## src/rtl/npc_pkg.sv

```systemverilog
// Shared definitions for the commit monitor: the ebreak encoding, the run-status
// encoding, the monitor FSM states and the layout of one trace entry.
package npc_pkg;

    localparam logic [31:0] EBREAK_INSTR = 32'h0010_0073;

    // pc + instr + wdata + rd + wen
    localparam int PAYLOAD_W = 101;

    typedef enum logic [1:0] {
        STATUS_RUNNING = 2'b00,
        STATUS_GOOD    = 2'b01,
        STATUS_BAD     = 2'b10,
        STATUS_TIMEOUT = 2'b11
    } status_e;

    typedef enum logic [1:0] {
        ST_RUN,
        ST_DRAIN,
        ST_DONE,
        ST_TIMEOUT
    } state_e;

    typedef struct packed {
        logic [31:0] pc;
        logic [31:0] instr;
        logic [31:0] wdata;
        logic [3:0]  rd;
        logic        wen;
    } commit_entry_t;

endpackage

```

## src/rtl/commit_fifo.sv

```systemverilog
// Synchronous trace FIFO. A push becomes visible on the read side one cycle
// later (no bypass). The read port shows zero while empty so the consumer
// never sees stale entries after reset.
module commit_fifo
    import npc_pkg::*;
#(
    parameter int DEPTH = 8
) (
    input  logic                 clk,
    input  logic                 rst,
    input  logic                 push,
    input  logic                 pop,
    input  logic [PAYLOAD_W-1:0] wr_data,
    output logic [PAYLOAD_W-1:0] rd_data,
    output logic                 empty,
    output logic                 full
);

    localparam int AW = $clog2(DEPTH);
    localparam logic [AW:0] FULL_CNT = (AW + 1)'(DEPTH);

    logic [PAYLOAD_W-1:0] mem [DEPTH];
    logic [AW-1:0]        wr_ptr;
    logic [AW-1:0]        rd_ptr;
    logic [AW:0]          count;
    logic                 push_ok;
    logic                 pop_ok;

    assign empty   = (count == '0);
    assign full    = (count == FULL_CNT);
    assign push_ok = push & ~full;
    assign pop_ok  = pop & ~empty;
    assign rd_data = empty ? '0 : mem[rd_ptr];

    // Pointers wrap naturally because DEPTH is a power of two.
    always_ff @(posedge clk or negedge rst) begin
        if (!rst) begin
            wr_ptr <= '0;
            rd_ptr <= '0;
            count  <= '0;
        end else begin
            if (push_ok) wr_ptr <= wr_ptr + 1'b1;
            if (pop_ok)  rd_ptr <= rd_ptr + 1'b1;
            case ({push_ok, pop_ok})
                2'b10:   count <= count + 1'b1;
                2'b01:   count <= count - 1'b1;
                default: count <= count;
            endcase
        end
    end

    // Storage needs no reset: the read port is gated by empty.
    always_ff @(posedge clk) begin
        if (push_ok) mem[wr_ptr] <= wr_data;
    end

endmodule

```

## src/rtl/commit_monitor.sv

```systemverilog
// Commit monitor: buffers retired instructions for a difftest consumer,
// watches for ebreak to decide the run outcome, and enforces a cycle budget.
//
//   state      | meaning
//   -----------+-------------------------------------------------------------
//   ST_RUN     | accepting retirements into the trace FIFO, counting cycles
//   ST_DRAIN   | ebreak accepted, core stalled, waiting for FIFO to empty
//   ST_DONE    | trace drained, outcome (good/bad trap) reported, terminal
//   ST_TIMEOUT | cycle budget exhausted before ebreak, terminal
module commit_monitor
    import npc_pkg::*;
#(
    parameter int          DEPTH      = 8,
    parameter int unsigned MAX_CYCLES = 1000000
) (
    input  logic        clk,
    input  logic        rst,
    input  logic        cm_valid,
    input  logic [31:0] cm_pc,
    input  logic [31:0] cm_instr,
    input  logic        cm_wen,
    input  logic [3:0]  cm_rd,
    input  logic [31:0] cm_wdata,
    input  logic [31:0] cm_a0,
    output logic        cm_stall,
    output logic        tr_valid,
    input  logic        tr_ready,
    output logic [31:0] tr_pc,
    output logic [31:0] tr_instr,
    output logic [31:0] tr_wdata,
    output logic [3:0]  tr_rd,
    output logic        tr_wen,
    output logic        done,
    output logic [1:0]  status,
    output logic [31:0] cycles
);

    localparam logic [31:0] MAX_CYC = 32'(MAX_CYCLES);

    state_e               state_q;
    state_e               state_d;
    logic [31:0]          cycles_q;
    logic                 bad_q;
    logic                 latch_outcome;
    status_e              status_d;
    logic                 fifo_full;
    logic                 fifo_empty;
    logic                 push;
    logic                 pop;
    logic                 timeout_hit;
    logic                 is_ebreak;
    commit_entry_t        wr_entry;
    logic [PAYLOAD_W-1:0] rd_data;

    assign cm_stall    = fifo_full | (state_q != ST_RUN);
    assign push        = cm_valid & ~cm_stall;
    assign pop         = tr_valid & tr_ready;
    assign tr_valid    = ~fifo_empty;
    assign is_ebreak   = (cm_instr == EBREAK_INSTR);
    assign timeout_hit = (cycles_q == MAX_CYC);
    assign cycles      = cycles_q;
    assign status      = status_d;

    assign wr_entry = '{pc: cm_pc, instr: cm_instr, wdata: cm_wdata, rd: cm_rd, wen: cm_wen};
    assign {tr_pc, tr_instr, tr_wdata, tr_rd, tr_wen} = rd_data;

    commit_fifo #(
        .DEPTH (DEPTH)
    ) u_fifo (
        .clk     (clk),
        .rst     (rst),
        .push    (push),
        .pop     (pop),
        .wr_data (wr_entry),
        .rd_data (rd_data),
        .empty   (fifo_empty),
        .full    (fifo_full)
    );

    // FSM state register.
    always_ff @(posedge clk or negedge rst) begin
        if (!rst) state_q <= ST_RUN;
        else      state_q <= state_d;
    end

    // Next state and run outputs; timeout takes priority over a same-cycle ebreak.
    always_comb begin
        state_d       = state_q;
        latch_outcome = 1'b0;
        done          = 1'b0;
        status_d      = STATUS_RUNNING;
        case (state_q)
            ST_RUN: begin
                if (timeout_hit) begin
                    state_d = ST_TIMEOUT;
                end else if (push && is_ebreak) begin
                    state_d       = ST_DRAIN;
                    latch_outcome = 1'b1;
                end
            end
            ST_DRAIN: begin
                if (fifo_empty) state_d = ST_DONE;
            end
            ST_DONE: begin
                done     = 1'b1;
                status_d = bad_q ? STATUS_BAD : STATUS_GOOD;
            end
            ST_TIMEOUT: begin
                done     = 1'b1;
                status_d = STATUS_TIMEOUT;
            end
            default: state_d = ST_RUN;
        endcase
    end

    // Outcome of the run, captured when the ebreak entry is accepted.
    always_ff @(posedge clk or negedge rst) begin
        if (!rst)               bad_q <= 1'b0;
        else if (latch_outcome) bad_q <= (cm_a0 != 32'd0);
    end

    // Saturating cycle counter; holds on the cycle that triggers the timeout.
    always_ff @(posedge clk or negedge rst) begin
        if (!rst) begin
            cycles_q <= '0;
        end else if (((state_q == ST_RUN && !timeout_hit) || state_q == ST_DRAIN)
                     && cycles_q != '1) begin
            cycles_q <= cycles_q + 32'd1;
        end
    end

endmodule

```

## config.mk

```make
export PLATFORM = sky130hd
export DESIGN_NAME = commit_monitor
export DESIGN_NICKNAME = d
export VERILOG_FILES = /design/src/rtl/npc_pkg.sv /design/src/rtl/commit_fifo.sv /design/src/rtl/commit_monitor.sv
export SDC_FILE = /design/constraint.sdc
export NUM_CORES = 1
export LEC_CHECK = 0
export BUFFER_PORTS_ARGS = -buffer_cell sky130_fd_sc_hd__buf_2
export CORE_ASPECT_RATIO = 0.8
export CORE_MARGIN = 4
export CORE_UTILIZATION = 34
export CTS_BUF_LIST = sky130_fd_sc_hd__clkbuf_4
export DETAILED_ROUTE_END_ITERATION = 16
export PLACE_DENSITY_LB_ADDON = 0.08
export SYNTH_ARGS = -nofsm -noshare
export SYNTH_HDL_FRONTEND = slang
export SYNTH_HIERARCHICAL = 1
export SYNTH_SLANG_ARGS = --single-unit
```

## constraint.sdc

```tcl
create_clock -name clk -period 12.38 [get_ports clk]
set_input_delay 0.619 -clock clk [delete_from_list [all_inputs] [get_ports clk]]
set_output_delay 0.619 -clock clk [all_outputs]
set_load 0.01 [all_outputs]
```

Yosys cells after proc, flatten, opt, wreduce, memory -nomap -nowiden --
Memories as Yosys holds them, arrays and structs flattened. Cells that the tools add are included.
Word-level totals: register bits after elaboration 45, input port bits 137, bits in latches 0, memory bits (read-only) 0, RAM bits 808, memories 1
Memory list:
- u_fifo.mem | words 8, bits a word 101, read ports 1, clocked after memory_dff 0, wr ports 1, RTL line commit_fifo.sv:22 | logic [PAYLOAD_W-1:0] mem [DEPTH];
Cells by class: multipliers 0, shift operators 0, add/subtract/negate cells 5, magnitude comparators 0, bitwise gates (word level) 8, multiplexer cells 14, equal/unequal tests 11, reduce and logical (&&, ||, !) cells 13, divide/modulo/power cells 0
Operators by type and width (number):
- 2-to-1 mux 101 bit | 1
- adder 32 x 1 -> 32 bit, second input constant | 1
- == test 32 x 20 -> 1 bit, second input constant | 1
- == test 32 x 21 -> 1 bit, second input constant | 1
- != test 32 bit, second input constant | 1
- nonzero test 32 bit | 1
- 2-to-1 mux 2 bit | 4
- case mux 2 bit (2 select lines) | 2
- case mux 4 bit (2 select lines) | 1
- adder 3 x 1 -> 3 bit, second input constant | 2
- == test 2 bit, second input constant | 3
- 2-to-1 mux 1 bit | 6
- nonzero test 2 bit | 3
- adder 4 x 1 -> 4 bit, second input constant | 1
- AND 1 bit | 4
- == test 2 x 1 -> 1 bit, second input constant | 2
- == test 4 bit, second input constant | 1
- logical NOT 4 bit | 1
- subtractor 4 x 1 -> 4 bit, second input constant | 1
- logical AND 1 bit | 3
- != test 3 bit, second input constant | 1
- NOT 1 bit | 3
- AND reduction 3 bit | 1
- logical NOT 2 bit | 1
- 5 further kinds | 5

Logic depth before layout (Yosys ltp) --
depth in word-level cells 8, gate-level depth with buffers 14, depth with buffers taken out 14

By module --
Netlist, hierarchy kept.
Modules (own cells, without submodules):
- commit_fifo | area each 31251.2 um^2, sequential area each 24513.5 um^2, cells an instance 1341, times used 1
- commit_monitor | area each 2143.3 um^2, sequential area each 875.8 um^2, cells an instance 213, times used 1

Least setup slack after synthesis --
Ideal clock, no wire load.
kind register to register, start register u_fifo.count[0], end memory u_fifo.mem[0][0], enable pin, stages on the path, launching flop included 9, slack 3.411 ns, clock period less this slack 8.969 ns, arrival 8.285 ns, setup time 0.684 ns, cell sequence dfrtp_1 > nor3_1 > and2_1 > nor3_1 > nand2_1 > inv_1 > a21boi_1 > nand2b_1 > nor3_1
On the way: word-level cells in the longest chain between the ends 7
RTL lines:
- from (decl) | RTL line commit_fifo.sv:25 | logic [AW:0] count;
- from (signal assigned) | RTL line commit_fifo.sv:45 | 2'b10: count <= count + 1'b1;
- from (signal assigned) | RTL line commit_fifo.sv:46 | 2'b01: count <= count - 1'b1;
- from (signal assigned) | RTL line commit_fifo.sv:47 | default: count <= count;
- == test 4 bit | RTL line commit_fifo.sv:30 | assign full = (count == FULL_CNT);
- named net fifo_full | RTL line commit_monitor.sv:46 | logic fifo_full;
- OR 1 bit | RTL line commit_monitor.sv:55 | assign cm_stall = fifo_full | (state_q != ST_RUN);
- NOT 1 bit | RTL line commit_monitor.sv:56 | assign push = cm_valid & ~cm_stall;
- AND 1 bit | RTL line commit_monitor.sv:56
- named net push | RTL line commit_monitor.sv:48 | logic push;
- AND 1 bit | RTL line commit_fifo.sv:31 | assign push_ok = push & ~full;
- 2-to-1 mux 1 bit | RTL line commit_fifo.sv:54 | if (push_ok) mem[wr_ptr] <= wr_data;
- 2-to-1 mux 1 bit (not written as such) | RTL line commit_fifo.sv:54
- to (decl) | RTL line commit_fifo.sv:22
The timed path passes the listed nets, and every way through them passes these cells.

Final worst setup path --
start register u_fifo.rd_ptr[0], end output tr_wdata[22]
On the way: word-level cells in the longest chain between the ends 2
RTL lines:
- from (decl) | RTL line commit_fifo.sv:24 | logic [AW-1:0] rd_ptr;
- from (signal assigned) | RTL line commit_fifo.sv:43 | if (pop_ok) rd_ptr <= rd_ptr + 1'b1;
- memory read (8 x 101 bit)
- 2-to-1 mux 101 bit | RTL line commit_fifo.sv:33 | assign rd_data = empty ? '0 : mem[rd_ptr];
- to (decl) | RTL line commit_monitor.sv:30 | output logic [31:0] tr_wdata,
Every way passes these cells.

==> flow_summary.toml <==
[power_and_ir_drop]
power-per-cell-area_mw_per_mm2 = 207
p_leak_nw = 13.9
worst_ir_drop_vdd_mv = 0.101
post-layout-total-power_mw = 8.29

[place]
dp.final_hpwl_um = 44400
gpl.final_weighted_congestion = 0.738
placed_cells = 3084
post_dp_cell_area_mm2 = 0.0362
dpl_worst_slack_ps = 7810
buffer_ports.inserted = 274

[floorplanning]
num_io_pins = 275
floorplan.initialDensity = 0.344
placement_rows = 102
floorplan.die_area_mm2 = 0.103
coreArea_mm2 = 0.0971
die_span_in_x_um = 358
die_h_um = 288

[setup_path]
cp_data_required_time_ps = 11760
worst-r2r-setup-slack_ps = 8530
setup.worst_path.end = "tr_wdata[22]"
worstPathMaxFanout = 48
critical_path_arrival_ps = 4840
critical_path_class = "register to primary output"
r2r_end = "u_fifo/mem[5][34]"
startpoint_of_the_lowest_slack_register_to_register_path = "u_fifo/count[2]"
crit_start = "u_fifo/rd_ptr[0]"
timing.reg2reg.worst_path_depth = 9
cp-start-kind = "register"
timing.critical_path.to_type = "primary output"

[global_route]
grt_antenna_before_repair = 7
first_global_vias = 19300
grt_start_max_net_pins = 64
grt_pass1_wl_um = 125000
overflow = 0
track_usage = 0.164

[sta]
worst_clk_skew_ps = 77.1
report.final.setup_viol = 0
final-max-slew-violation-count = 0
final.period_utilization = 0.441
post-route-worst-setup-slack_ps = 6920
clock.fmax_ghz = 0.183
rsz0062_at_grt = "no"
slew_headroom = 0.263
worstMarginPinSlew_ps = 1100
fin_crit_ps = 5460
final_hold_viol_count = 0
hold_slack_ps = 195
final.setup.tns_ps = 0

[clock_tree]
cts.htree.levels = 4
ctsRootBufferMaster = "sky130_fd_sc_hd__clkbuf_4"
cts.sinks = 853
cts_tree = "yes"
longest_clk_path_bufs = 3
clock_latency_reported_for_the_late_side_of_the_worst_skew_pair_ps = 1100
post-cts-setup-buffer-count = 0
cts.clk_slew.worst_paths_ps = 70
cts_made_buffers = 215

[status]
run_status = "finished clean"

[detailed_routing]
drc = 0
via_per_inst = 4.83
num_vias = 17300
drt_iter0_markers = 823
drtPass1Iterations = 5
post_drt_wl_per_cell_um = 23.2
drt.antenna.violating_nets = 0
routed_wirelength_um = 82900

[finish]
postLayoutCoreUtil = 0.413
fin_cells = 3572
layout.cells.most_common = "sky130_fd_sc_hd__edfxtp_1"
num-fill-cells = 8810
nets = 2252
commonest_cells_after_routing_fill_and_taps_aside = "808 x sky130_fd_sc_hd__edfxtp_1, 330 x sky130_fd_sc_hd__clkbuf_4, 274 x sky130_fd_sc_hd__buf_2"
drive_above_1_share = 0.393
area_delta_synth_final_pct = 20.0
design_area_mm2 = 0.0401

[yosys]
synth-main-ff-cell = "sky130_fd_sc_hd__edfxtp_1"
synth.cell_area_mm2 = 0.0334
synth_area_per_cell_um2 = 21.5
synth_cell_types = 50
postSynthCellCount = 1554
ys_ff_latch = 853
asr_flop_ratio_synth = 0.0528
ys_warn_count = 6
yosysSeqAreaShare = 0.760
mappedNetlistNets = 1698
synth-edff-count = 808

[job]
drv.max_cap_violation_count = 0

[hold_path]
worst_hold_path_type = "input port to asynchronous set/reset pin"
==> flip-flops by register name, indices dropped and copies added, names as in the netlist <==
| name | count |
|---|---|
| u_fifo/count | 4 |
| u_fifo/mem | 808 |
| cycles | 32 |
| state_q | 2 |
| bad_q | 1 |
| u_fifo/rd_ptr | 3 |
| u_fifo/wr_ptr | 3 |
==> cell type report <==
cell class	count	area [um^2]	area share
clock inverter	41	307	0.00765
antenna	10	25.0	0.000624
tap	1300	1630	0.0406
sequential	853	25400	0.634
multi-input combinational	618	7540	0.188
clock buffer	330	2480	0.0618
timing repair buffer	413	2680	0.0669
inverter	7	26.3	0.000655
==> kinds of logic after synthesis <==
kind of cell | count (synthesis) | share of synthesized area
adder cells (fa/ha/maj) | 7 | 0.00262
AND/OR/NAND/NOR | 254 | 0.0408
AO/OA/AOI/OAI | 11 | 0.00255
XOR/XNOR | 39 | 0.0102
multiplexers | 307 | 0.168
buffers and inverters | 83 | 0.0155
flip-flops | 853 | 0.760
==> cell usage after synthesis, types with 3 or more instances <==
| library cell | number | area [um^2] |
|---|---|---|
| sky130_fd_sc_hd__edfxtp_1 | 808 | 24300 |
| sky130_fd_sc_hd__mux4_2 | 202 | 4550 |
| sky130_fd_sc_hd__nor2_1 | 121 | 454 |
| sky130_fd_sc_hd__mux2i_1 | 102 | 1020 |
| sky130_fd_sc_hd__dfrtp_1 | 45 | 1130 |
| sky130_fd_sc_hd__buf_2 | 34 | 170 |
| sky130_fd_sc_hd__xor2_1 | 28 | 245 |
| sky130_fd_sc_hd__nand2_1 | 21 | 78.8 |
| sky130_fd_sc_hd__buf_6 | 20 | 225 |
| sky130_fd_sc_hd__clkbuf_1 | 20 | 75.1 |
| sky130_fd_sc_hd__nor3_1 | 20 | 100 |
| sky130_fd_sc_hd__nand4_1 | 19 | 119 |
| sky130_fd_sc_hd__nor4_1 | 17 | 106 |
| sky130_fd_sc_hd__nand3_1 | 11 | 55.1 |
| sky130_fd_sc_hd__xnor2_1 | 11 | 96.3 |
| sky130_fd_sc_hd__ha_1 | 7 | 87.6 |
| sky130_fd_sc_hd__inv_1 | 7 | 26.3 |
| sky130_fd_sc_hd__nor4b_1 | 7 | 61.3 |
| sky130_fd_sc_hd__and3_1 | 6 | 37.5 |
| sky130_fd_sc_hd__nand2b_1 | 4 | 25.0 |
| sky130_fd_sc_hd__nor4_2 | 4 | 50.1 |
| sky130_fd_sc_hd__nor2b_1 | 3 | 18.8 |
| sky130_fd_sc_hd__nor4_4 | 3 | 63.8 |
==> per-layer routing <==
metal  wire, um  part of all wire  vias to the layer above  GRT usage
li1           -                 -                     7675          -
met1      36800              0.44                     9091      0.214
met2      40900              0.49                      348      0.269
met3       3570             0.043                      147     0.0384
met4       1630             0.020                        6     0.0578
met5         41           0.00049                        -          0
==> where the power goes <==
part	total (mW)	internal [mW]	switching (mW)
registers	3.45	3.30	0.148
logic	2.44	1.11	1.33
clock network	2.40	1.29	1.12
total	8.29	5.70	2.60
==> worst min path at each step <==
stage | startpoint | end | slack [ps]
2_1_floorplan | rst | bad_q | 320
3_3_place_gp | cycles[19] | cycles[19] | 510
3_5_place_dp | cycles[19] | cycles[19] | 510
4_1_cts | tr_ready | u_fifo/rd_ptr[0] | 10
5_1_grt | tr_ready | u_fifo/rd_ptr[0] | 90
6_report | rst | cycles[11] | 190
==> critical path: stages (launching register included) <==
cell	delay, ps
sky130_fd_sc_hd__dfrtp_4	770
sky130_fd_sc_hd__buf_4	880
sky130_fd_sc_hd__buf_4	930
sky130_fd_sc_hd__mux4_2	610
sky130_fd_sc_hd__mux2i_1	170
sky130_fd_sc_hd__nor2_1	130
sky130_fd_sc_hd__buf_2	220
==> repair_timing <==
action / in CTS / in global routing
hold buffers: 107 / 0
endpoints found under the hold margin: 856 / 0
gates resized for setup: 0 / 0
setup endpoints to repair: 0 / 0
Power figures use the tool's default switching activity.
